<file path="src/rtl/uart_rx_pkg.sv">
// Shared state encoding, constants and window helper for the UART receive frame sequencer.
package uart_rx_pkg;

   typedef enum logic [2:0] {
      IDLE,
      START,
      DATA,
      PARITY,
      STOP
   } rx_state_e;

   localparam int PRESC_MIN  = 8;
   localparam int DATA_W_DEF = 8;

   // First edge of the check window: the sampler's majority output settles two edges past mid-bit.
   function automatic logic [15:0] win_start(input logic [15:0] p);
      return (p >> 1) + 16'd2;
   endfunction

endpackage

</file>
<file path="src/rtl/uart_rx_fsm_edge_bit_counter.sv">
// Edge-within-bit and bit-within-frame counters; advance every cycle while en_i, wrap at p_i-1.
// clr_i or a low en_i zeroes both counters on the next edge; no backpressure.
module edge_bit_counter
   import uart_rx_pkg::*;
#(
   parameter int PRESC_W = 6
) (
   input  logic               clk,
   input  logic               rst,
   input  logic               en_i,
   input  logic               clr_i,
   input  logic [PRESC_W-1:0] p_i,
   output logic [PRESC_W-1:0] edge_cnt_o,
   output logic [3:0]         bit_cnt_o,
   output logic               wrap_o
);

   logic [PRESC_W-1:0] edge_q, edge_d;
   logic [3:0]         bit_q, bit_d;

   assign wrap_o = en_i && (edge_q == (p_i - PRESC_W'(1)));

   always_comb begin
      edge_d = edge_q;
      bit_d  = bit_q;
      if (!en_i || clr_i) begin
         edge_d = '0;
         bit_d  = '0;
      end else if (wrap_o) begin
         edge_d = '0;
         bit_d  = bit_q + 4'd1;
      end else begin
         edge_d = edge_q + PRESC_W'(1);
      end
   end

   always_ff @(posedge clk or negedge rst) begin
      if (!rst) begin
         edge_q <= '0;
         bit_q  <= '0;
      end else begin
         edge_q <= edge_d;
         bit_q  <= bit_d;
      end
   end

   assign edge_cnt_o = edge_q;
   assign bit_cnt_o  = bit_q;

endmodule

</file>
<file path="src/rtl/uart_rx_fsm.sv">
// UART RX frame sequencer: start detect, bit timing, checker/sampler enables, one pulse per frame.
// Pulses land one cycle after the final stop-bit edge; enables are decoded from registered state.
module uart_rx_fsm
   import uart_rx_pkg::*;
#(
   parameter int DATA_W  = DATA_W_DEF,
   parameter int PRESC_W = 6
) (
   input  logic               clk,
   input  logic               rst,
   input  logic               rx_in,
   input  logic               par_en,
   input  logic [PRESC_W-1:0] prescale,
   input  logic               start_err,
   input  logic               par_err,
   input  logic               stop_err,
   output logic [PRESC_W-1:0] edge_cnt,
   output logic [3:0]         bit_cnt,
   output logic               dat_samp_en,
   output logic               start_check_en,
   output logic               par_check_en,
   output logic               stop_check_en,
   output logic               deser_en,
   output logic               data_valid,
   output logic               frame_err,
   output logic               parity_err,
   output logic               busy
);

   rx_state_e          state_q, state_d;
   logic [PRESC_W-1:0] p_q, p_d;
   logic               par_flag_q, par_flag_d;
   logic               data_valid_q, data_valid_d;
   logic               frame_err_q, frame_err_d;
   logic               parity_err_q, parity_err_d;

   logic               cnt_en;
   logic               cnt_clr;
   logic               start_entry;
   logic               wrap;
   logic [PRESC_W-1:0] win_lo;
   logic               in_win;

   assign cnt_en = (state_q != IDLE);

   edge_bit_counter #(
      .PRESC_W (PRESC_W)
   ) u_cnt (
      .clk        (clk),
      .rst        (rst),
      .en_i       (cnt_en),
      .clr_i      (cnt_clr),
      .p_i        (p_q),
      .edge_cnt_o (edge_cnt),
      .bit_cnt_o  (bit_cnt),
      .wrap_o     (wrap)
   );

   assign win_lo = PRESC_W'(win_start(16'(p_q)));
   assign in_win = (edge_cnt >= win_lo);

   always_comb begin
      state_d      = state_q;
      p_d          = p_q;
      par_flag_d   = par_flag_q;
      data_valid_d = 1'b0;
      frame_err_d  = 1'b0;
      parity_err_d = 1'b0;
      start_entry  = 1'b0;
      cnt_clr      = 1'b0;

      case (state_q)
         IDLE: begin
            if (!rx_in) state_d = START;
         end
         START: begin
            if (wrap) state_d = start_err ? IDLE : DATA;
         end
         DATA: begin
            if (wrap && (bit_cnt == 4'(DATA_W))) state_d = par_en ? PARITY : STOP;
         end
         PARITY: begin
            if (wrap) begin
               par_flag_d = par_err;
               state_d    = STOP;
            end
         end
         STOP: begin
            if (wrap) begin
               // Parity failure outranks a bad stop bit; exactly one pulse per frame.
               parity_err_d = par_flag_q;
               frame_err_d  = !par_flag_q && stop_err;
               data_valid_d = !par_flag_q && !stop_err;
               state_d      = rx_in ? IDLE : START;
            end
         end
         default: state_d = IDLE;
      endcase

      start_entry = (state_d == START) && (state_q != START);
      if (start_entry) begin
         p_d        = prescale;
         par_flag_d = 1'b0;
      end
      cnt_clr = start_entry || (state_d == IDLE);
   end

   always_ff @(posedge clk or negedge rst) begin
      if (!rst) begin
         state_q      <= IDLE;
         p_q          <= '0;
         par_flag_q   <= 1'b0;
         data_valid_q <= 1'b0;
         frame_err_q  <= 1'b0;
         parity_err_q <= 1'b0;
      end else begin
         state_q      <= state_d;
         p_q          <= p_d;
         par_flag_q   <= par_flag_d;
         data_valid_q <= data_valid_d;
         frame_err_q  <= frame_err_d;
         parity_err_q <= parity_err_d;
      end
   end

   assign busy           = (state_q != IDLE);
   assign dat_samp_en    = busy;
   assign start_check_en = (state_q == START)  && in_win;
   assign par_check_en   = (state_q == PARITY) && in_win;
   assign stop_check_en  = (state_q == STOP)   && in_win;
   assign deser_en       = (state_q == DATA)   && (edge_cnt == win_lo);
   assign data_valid     = data_valid_q;
   assign frame_err      = frame_err_q;
   assign parity_err     = parity_err_q;

endmodule

</file>
<file path="config.mk">
export PLATFORM = sky130hd
export DESIGN_NAME = uart_rx_fsm
export DESIGN_NICKNAME = d
export VERILOG_FILES = /design/src/rtl/uart_rx_pkg.sv /design/src/rtl/uart_rx_fsm_edge_bit_counter.sv /design/src/rtl/uart_rx_fsm.sv
export SDC_FILE = /design/constraint.sdc
export NUM_CORES = 1
export LEC_CHECK = 0
export CAP_MARGIN = 30
export CORE_AREA = 4 4 64 66
export CTS_BUF_LIST = sky130_fd_sc_hd__clkbuf_4
export DETAILED_ROUTE_END_ITERATION = 10
export DIE_AREA = 0 0 68 70
export PLACE_DENSITY = 0.69
export SYNTH_ARGS = -nofsm -noshare
export SYNTH_HDL_FRONTEND = slang
export SYNTH_SLANG_ARGS = --single-unit
</file>
<file path="constraint.sdc">
create_clock -name clk -period 3.6 [get_ports clk]
set_input_delay 0.36 -clock clk [delete_from_list [all_inputs] [get_ports clk]]
set_output_delay 0.36 -clock clk [all_outputs]
set_load 0.01 [all_outputs]
</file>
# == After elaboration in Yosys (flattened, before gate mapping) ==
# Index checks and enable logic that the tools add are counted.
# totals
regBits,23
latch_bits,0
ramBits,0
romBits,0
in_bits,13
word_cells,65
n_memories,0
# classes
addsub,4
n_mul,0
div_mod_pow,0
n_lt_le_gt_ge,1
n_eq_ne,9
shifts,0
mux,22
bitwise,0
n_reduce_logical,21
# ops
operator,count
3-bit 2-to-1 mux,6
3-bit case mux with 5 select lines,1
6-bit == test,2
6-bit 2-to-1 mux,2
1-bit 2-to-1 mux,10
1-bit logical AND,9
4-bit 2-to-1 mux,2
5-bit by 2-bit adder with 6-bit output (second input constant),1
6-bit by 1-bit adder with 6-bit output (second input constant),1
3-bit by 1-bit == test with 1-bit output (second input constant),2
3-bit by 2-bit == test with 1-bit output (second input constant),2
6-bit >= comparator,1
3-bit zero test,2
2-bit nonzero test,3
6-bit by 1-bit subtractor with 6-bit output (second input constant),1
4-bit by 1-bit adder with 4-bit output (second input constant),1
4-bit == test (second input constant),1
3-bit == test (second input constant),1
1-bit zero test,3
3-bit by 1-bit inequality test with 1-bit output (second input constant),1
3-bit nonzero test,1
1-bit logical OR,2
2-bit 2-to-1 mux,1
2-bit AND reduction,1

# == Logic depth before layout (Yosys ltp) ==
# Gate-level depths: netlist of the first run.
# depth
depth_word,11
depth_mapped,10
ltp_nobuf,8

# == Hierarchy ==
# From an unflattened synthesis of the first run, not the netlist that was laid out.
# hier_totals
hier_cells,157
area_unflattened_um2,1539.0
# modules_own_cells
mod,n_inst,cells_per_inst,area_each_um2
uart_rx_fsm,1,84,870.8
edge_bit_counter,1,73,668.1

# == Worst setup path before layout of the first run ==
# OpenSTA, ideal clock, no wires.
# synth_timing
path_kind,reg-to-output
start,register p_q[2]
end,output par_check_en
t_arrival_ns,1.618
required_time_ns,3.240
slack_ns,1.622
path_stages_with_launch,8
cell_sequence,dfrtp_1 -> ha_1 -> xnor2_1 -> ha_1 -> a21oi_1 -> nor2b_1 -> o21ai_0 -> a21oi_1
# synth_between
elab_chain_cells,3
# synth_lines
element,line,rtl
"start, declared",uart_rx_fsm.sv:31,"logic [PRESC_W-1:0] p_q, p_d;"
"start signal, assigned",uart_rx_fsm.sv:118,p_q <= p_d;
5-bit by 2-bit adder with 6-bit output,uart_rx_pkg.sv:17,return (p >> 1) + 16'd2;
6-bit >= comparator,uart_rx_fsm.sv:60,assign in_win = (edge_cnt >= win_lo);
1-bit logical AND,uart_rx_fsm.sv:129,assign par_check_en = (state_q == PARITY) && in_win;
"end, declared",uart_rx_fsm.sv:21,"output logic par_check_en,"
# Every way passes these cells.

# == Final worst setup path of the first run ==
# layout_timing
start,register p_q[2]
end,output stop_check_en
# layout_between
elab_chain_cells,3
# layout_lines
element,line,rtl
5-bit by 2-bit adder with 6-bit output,uart_rx_pkg.sv:17,
6-bit >= comparator,uart_rx_fsm.sv:60,
1-bit logical AND,uart_rx_fsm.sv:130,assign stop_check_en = (state_q == STOP) && in_win;
"end, declared",uart_rx_fsm.sv:22,"output logic stop_check_en,"
# Every way passes these cells.

==> results of run 1 <==
-- through the flow --
step	power, mW	worst slack, ns
4_1_cts	1.56	0.601
3_3_place_gp	1.39	1.01
5_1_grt	1.70	0.411
2_1_floorplan	1.14	1.62
6_report	1.53	0.639
3_5_place_dp	1.43	0.967
-- synthesized netlist by cell type, types with 2 or more instances --
cell,number
a21oi_1,7
buf_6,2
clkbuf_1,2
dfrtp_1,23
ha_1,13
inv_1,11
mux2_4,7
nand2_1,10
nand3_1,8
nand4b_1,2
nor2_1,20
nor2b_1,3
nor3_2,2
nor4_1,2
o21ai_0,6
or2_2,2
or3_1,4
xnor2_1,13
xor2_1,5
-- registers in the layout, summed over array words and instances (netlist names) --
register,cells
u_cnt.edge_cnt_o,6
state_q,3
p_q,6
parity_err,1
data_valid,1
u_cnt.bit_cnt_o,4
par_flag_q,1
frame_err,1
-- cells in the final DEF, fill, tap and decap left out, types with 2 or more instances in the layout --
cell type        synthesis  layout
xor2_1                   5       5
nor2b_1                  3       3
nand4b_1                 2       2
nor3_2                   2       2
or3_1                    4       4
nand2_1                 10      10
a21oi_1                  7       7
o21ai_0                  6       6
xnor2_1                 13      13
mux2_4                   7       7
clkdlybuf4s50_1          0      31
nor4_1                   2       2
dfrtp_1                 23      23
ha_1                    13      13
or2_2                    2       2
clkbuf_4                 0       4
nand3_1                  8       8
inv_1                   11      11
nor2_1                  20      20
-- cells by family (layout without fill, tap and decap cells) --
family,after synthesis,after routing,share of synthesized area [%]
AO/OA/AOI/OAI,20,20,8.75
flip-flops,23,23,38.0
multiplexers,7,7,6.94
AND/OR/NAND/NOR,58,58,19.7
adder cells (fa/ha/maj),13,13,10.7
buffers and inverters,17,47,5.53
XOR/XNOR,18,18,10.4
-- worst max path at each step --
stage / cells past startpoint / from / to
2_1_floorplan: 7 / p_q[2] / par_check_en
3_3_place_gp: 8 / p_q[2] / stop_check_en
3_5_place_dp: 8 / p_q[2] / stop_check_en
4_1_cts: 8 / p_q[2] / stop_check_en
5_1_grt: 8 / p_q[2] / stop_check_en
6_report: 8 / p_q[2] / stop_check_en
-- cell type report --
type	count	area share [%]
clock buffers	4	1.59
inverters	11	2.19
multi-input cells	116	45.3
flip-flops and latches	23	30.5
well taps	48	3.18
repair buffers	32	17.2
-- power breakdown --
group	switching, mW	internal, mW	total (mW)	leakage [nW]
sequential	0.168	0.350	0.518	0.293
clock	0.0695	0.0507	0.120	0.0184
combinational	0.411	0.483	0.894	0.519
total	0.648	0.883	1.53	0.830
-- metal layers --
| layer | GRT usage, % | part of all wire (%) | up-vias |
|---|---|---|---|
| li1 | - | - | 590 |
| met1 | 20.5 | 46 | 562 |
| met2 | 24.2 | 48 | 28 |
| met3 | 2.25 | 5.8 | 2 |
| met4 | 4.19 | 0.28 | 0 |
| met5 | 0 | 0 | - |
-- worst register-to-register path, delay by kind of cell (launching register included) --
kind                       cells  cell delay, ns
and+or+nand+nor                2            0.68
DFF                            1            0.46
AOI/OAI and AO/OA              1            0.45
muxes                          1            0.31
adders and majority gates      1            0.30
xor gates and xnor gates       1            0.14
buffers and inverters          1            0.07
==> impl_metrics.tcl, run 1 <==
set metrics [dict create \
    placed_cells 230 \
    rr_worst_depth 7 \
    critPathMaxFanout 7 \
    grt_max_degree 22 \
    ctsResizeCount 0 \
    r2r_setup_slack_ns 1.09 \
    cpLargestDelayFamily "compound AO/OA/AOI/OAI gates" \
    hold_ws_ns 0.388 \
    cp_cell_sequence "ha_1 > xnor2_1 > ha_1 > a21oi_1 > nor2b_1 > o21ai_0 > a21oi_1 > clkdlybuf4s50_1" \
    ir_drop_mv 0.359 \
    timing.setup.tns_ns 0 \
    fin_worst_skew_ns 0.00275 \
    final_cells 234 \
    cts_hold_buffers 0 \
    synth_cell_types 33 \
    ys.flop_type "dfrtp_1" \
    yosysTopAreaCell "dfrtp_1" \
    final_area_mm2 0.00189 \
    endpoint_kind "primary output" \
    grt_pass1_wl_um 5600 \
    grt_usage_pct 15.0 \
    synthArstFlopShare_pct 100 \
    finalCriticalPeriod_ns 2.96 \
    hp-class "input port to asynchronous set/reset pin" \
    first_pass_iters 4 \
    syn_area_per_cell_um2 9.71 \
    timing.fmax_mhz 338 \
    io-pin-count 32 \
    period_share_pct 82.3 \
    nets 213 \
    drt_iter0_markers 78 \
    cts_tree "built" \
    netlist_area_mm2 0.00152 \
    clock-sinks 23 \
    cts_buffers 3 \
    die_height_um 70 \
    root_buffer "clkbuf_4" \
    cap_violations 0 \
    antenna_found_initial 0 \
    die-area_mm2 0.00476 \
    drive_above_1_share_pct 10.2 \
    dpl-instance-area_mm2 0.00186 \
    rsz0062_at_grt "false" \
    crit_path_start_kind "register" \
    drt_wl_total_um 3160 \
    place.gp.congestion 0.819 \
    multi_input_comb_area_um2 856 \
    fp.coreArea_mm2 0.00358 \
    viasPerCell 5.05 \
    clk_latency_ns 0.30 \
    synthCells 156 \
    postLayoutCoreUtil_pct 52.8 \
    r2r_end "p_q[0]" \
    rows 22 \
    htreeDepth 1 \
    area_delta_synth_final_pct 24.6 \
    yosys_warnings 0 \
    status "completed" \
    power.density_mw_per_mm2 811 \
    grt_pass1_vias 1215 \
    worst_path_max_delay_cell "clkdlybuf4s50_1" \
    worstMarginPinSlew_ns 0.558 \
    drc 0 \
    synthesis.nets 182 \
    synth_top_area_share_pct 38.0 \
    ys_seq_area_share_pct 38.0 \
    finalHoldViolCount 0 \
    post_cts_buffers 0 \
    fp.dieW_um 68 \
    setup_viol 0 \
    ant_nets 0 \
    diodes 0 \
    yosys-top-cells-area "dfrtp_1 38%, ha_1 11%, xnor2_1 7.5%" \
    p_leak_nw 0.830 \
    cp_slowest_stage_delay_ns 0.50 \
    synth-seq-cells 23 \
    overflow 0 \
    synth-edff-count 0 \
    slew_violations 0 \
    hpwlAfterDp_um 2510 \
    relSlewSlack_pct 62.7 \
    nFillCells 326 \
    worstPathArrival_ns 2.60 \
    critPathRequiredTime_ns 3.24 \
    register_area_um2 576 \
    r2r_start "p_q[0]" \
    vias 1182 \
    clkTransAtPathRegs_ns 0.11 \
    clockBufferDepth 2 \
    io_buffers 31 \
    worstSetupPathType "register to primary output" \
    initial_core_util_pct 42.3 \
    path_buf_inv 1 \
    wl_per_cell_um 13.5 \
]
Note: power is estimated with default switching activity, not from simulation.
==> run 2, diff against run 1 <==
- clock period: 3.6 -> 2.8 ns (I/O delays scaled with it)
==> run 2 against run 1 <==
  * Power grew 31%
  * Critical path depth shrank 2
  * Register-to-register slack lost 0.53 ns
  * Worst setup slack lost 0.42 ns
  * Via count grew 2.2%
  * Sequential power grew 29%
  * Die area is the same
  * Combinational power grew 31%
  * Final area grew 0.53%
==> impl_metrics.tcl, run 2 (synthesis results as in run 1) <==
set metrics [dict create \
    status "completed" \
    hp-class "input port to asynchronous set/reset pin" \
    cts_tree "built" \
    r2r_start "p_q[0]" \
    vias 1208 \
    finalCriticalPeriod_ns 2.58 \
    grt_pass1_wl_um 5340 \
    clockBufferDepth 2 \
    place.gp.congestion 0.839 \
    period_share_pct 92.0 \
    nFillCells 332 \
    worstMarginPinSlew_ns 0.421 \
    p_seq_share_pct 33.3 \
    ir_drop_mv 0.521 \
    setup_viol 0 \
    htreeDepth 1 \
    critPathRequiredTime_ns 2.52 \
    worstPathArrival_ns 2.30 \
    setup_slack_ns 0.223 \
    antenna_found_initial 0 \
    finalHoldViolCount 0 \
    fp.dieW_um 68 \
    nets 215 \
    cap_violations 0 \
    wl_per_cell_um 13.7 \
    rows 22 \
    pwr-share-comb_pct 58.6 \
    die-area_mm2 0.00476 \
    die_height_um 70 \
    grt_pass1_vias 1166 \
    drive_above_1_share_pct 12.2 \
    final_cell_mix "28 x clkdlybuf4s50_1, 21 x dfrtp_1, 20 x nor2_1" \
    rr_worst_depth 8 \
    rsz0062_at_grt "false" \
    cts_buffers 3 \
    register_area_um2 578 \
    io_buffers 31 \
    switchingPower_mw 0.860 \
    relSlewSlack_pct 71.8 \
    mostFrequentLayoutCell "clkdlybuf4s50_1" \
    hpwlAfterDp_um 2450 \
    dp_slack_ns 0.245 \
    endpoint_kind "primary output" \
    ant_nets 0 \
    critPathMaxFanout 6 \
    viasPerCell 5.12 \
    worstSetupPathType "register to primary output" \
    clk_latency_ns 0.30 \
    initial_core_util_pct 42.3 \
    r2r_end "state_q[0]" \
    grt_max_degree 24 \
    switching_share_pct 43.0 \
    r2r_setup_slack_ns 0.56 \
    cts_hold_buffers 0 \
    diodes 0 \
    power.density_mw_per_mm2 1060 \
    root_buffer "clkbuf_4" \
    drt_wl_total_um 3230 \
    clock-sinks 23 \
    fp.coreArea_mm2 0.00358 \
    timing.fmax_mhz 388 \
    p_int_mw 1.14 \
    area_delta_synth_final_pct 25.3 \
    overflow 0 \
    clkTransAtPathRegs_ns 0.13 \
    crit_path_start_kind "register" \
    multi_input_comb_area_um2 856 \
    drc 0 \
    slew_violations 0 \
    fin_worst_skew_ns 0.00606 \
    p_leak_nw 0.860 \
    power_frac_clock_pct 8.1 \
    power_mw 2.00 \
    drt_iter0_markers 88 \
    grt_usage_pct 14.2 \
    timing.setup.tns_ns 0 \
    io-pin-count 32 \
    first_pass_iters 7 \
]
==> run 2: cell count changes in the layout (fill, tap and decap cells not counted) <==
| cell | previous run | this run |
|---|---|---|
| o21ai_1 | 1 | 2 |
| o21ai_0 | 6 | 5 |
| clkdlybuf4s50_1 | 31 | 28 |
| dlygate4sd2_1 | 0 | 2 |
| dlymetal6s2s_1 | 0 | 1 |
| buf_4 | 0 | 3 |
| buf_8 | 1 | 0 |
| dfrtp_1 | 23 | 21 |
| dfrtp_2 | 0 | 2 |
==> run 2: metal layers <==
layer / wire length, um / up-vias / GRT usage, % / share of wire [%]
li1: - / 593 / - / -
met1: 1590 / 581 / 21.2 / 49
met2: 1480 / 32 / 21.4 / 46
met3: 162 / 2 / 2.41 / 5.0
met4: 4 / 0 / 2.65 / 0.12
met5: 0 / - / 0 / 0
==> run 2: worst max-delay path: stages (launching register included) <==
cell and delay, ns:
dfrtp_2 0.48, ha_1 0.23, xnor2_1 0.14, ha_1 0.30, nand4_1 0.13, nor2_1 0.17, clkdlybuf4s50_1 0.55
==> run 2: layout make-up <==
class                      instances  area share (%)
multi-input combinational        116            45.1
inverter                          11            2.18
tap                               48            3.16
clock buffer                       4            1.58
timing repair buffer              34            17.5
sequential                        23            30.5
==> run 2: power groups by stage <==
stage                     sequential, mW  combinational [mW]  clock (mW)
final                              0.666                1.17       0.162
after CTS                          0.663                1.19       0.168
after global placement             0.660                1.14           0
after detailed placement           0.674                1.18           0
after floorplan                    0.616               0.855           0
after global routing               0.690                1.32       0.183
==> run 2: how the worst max path moves through the flow <==
stage                start             end  slack (ns)  depth (start not counted)
floorplan           p_q[2]    par_check_en        0.90                          7
finish              p_q[3]        deser_en        0.22                          6
CTS                 p_q[2]    par_check_en       0.004                          8
global route        p_q[2]  start_check_en        0.06                          8
global placement    p_q[2]   stop_check_en        0.29                          8
detailed placement  p_q[2]   stop_check_en        0.25                          8
==> run 2: metrics by stage <==
stage                     util [%]  cell area [um^2]  cells  hold WS (ns)
after CTS                     53.0              1900    236         0.330
after global placement        51.9              1860    231         0.483
after detailed placement      51.9              1860    231         0.487
final                         53.0              1900    236         0.330
after global routing          53.0              1900    236         0.338
after floorplan                  -              1520    156       -0.0156
==> run 2: what timing repair did <==
action / 4_1_cts / 5_1_grt
resized for setup: 5 / 1
pin swaps: 0 / 0
buffers inserted: 1 / 0
endpoints found under the setup margin: 3 / 1
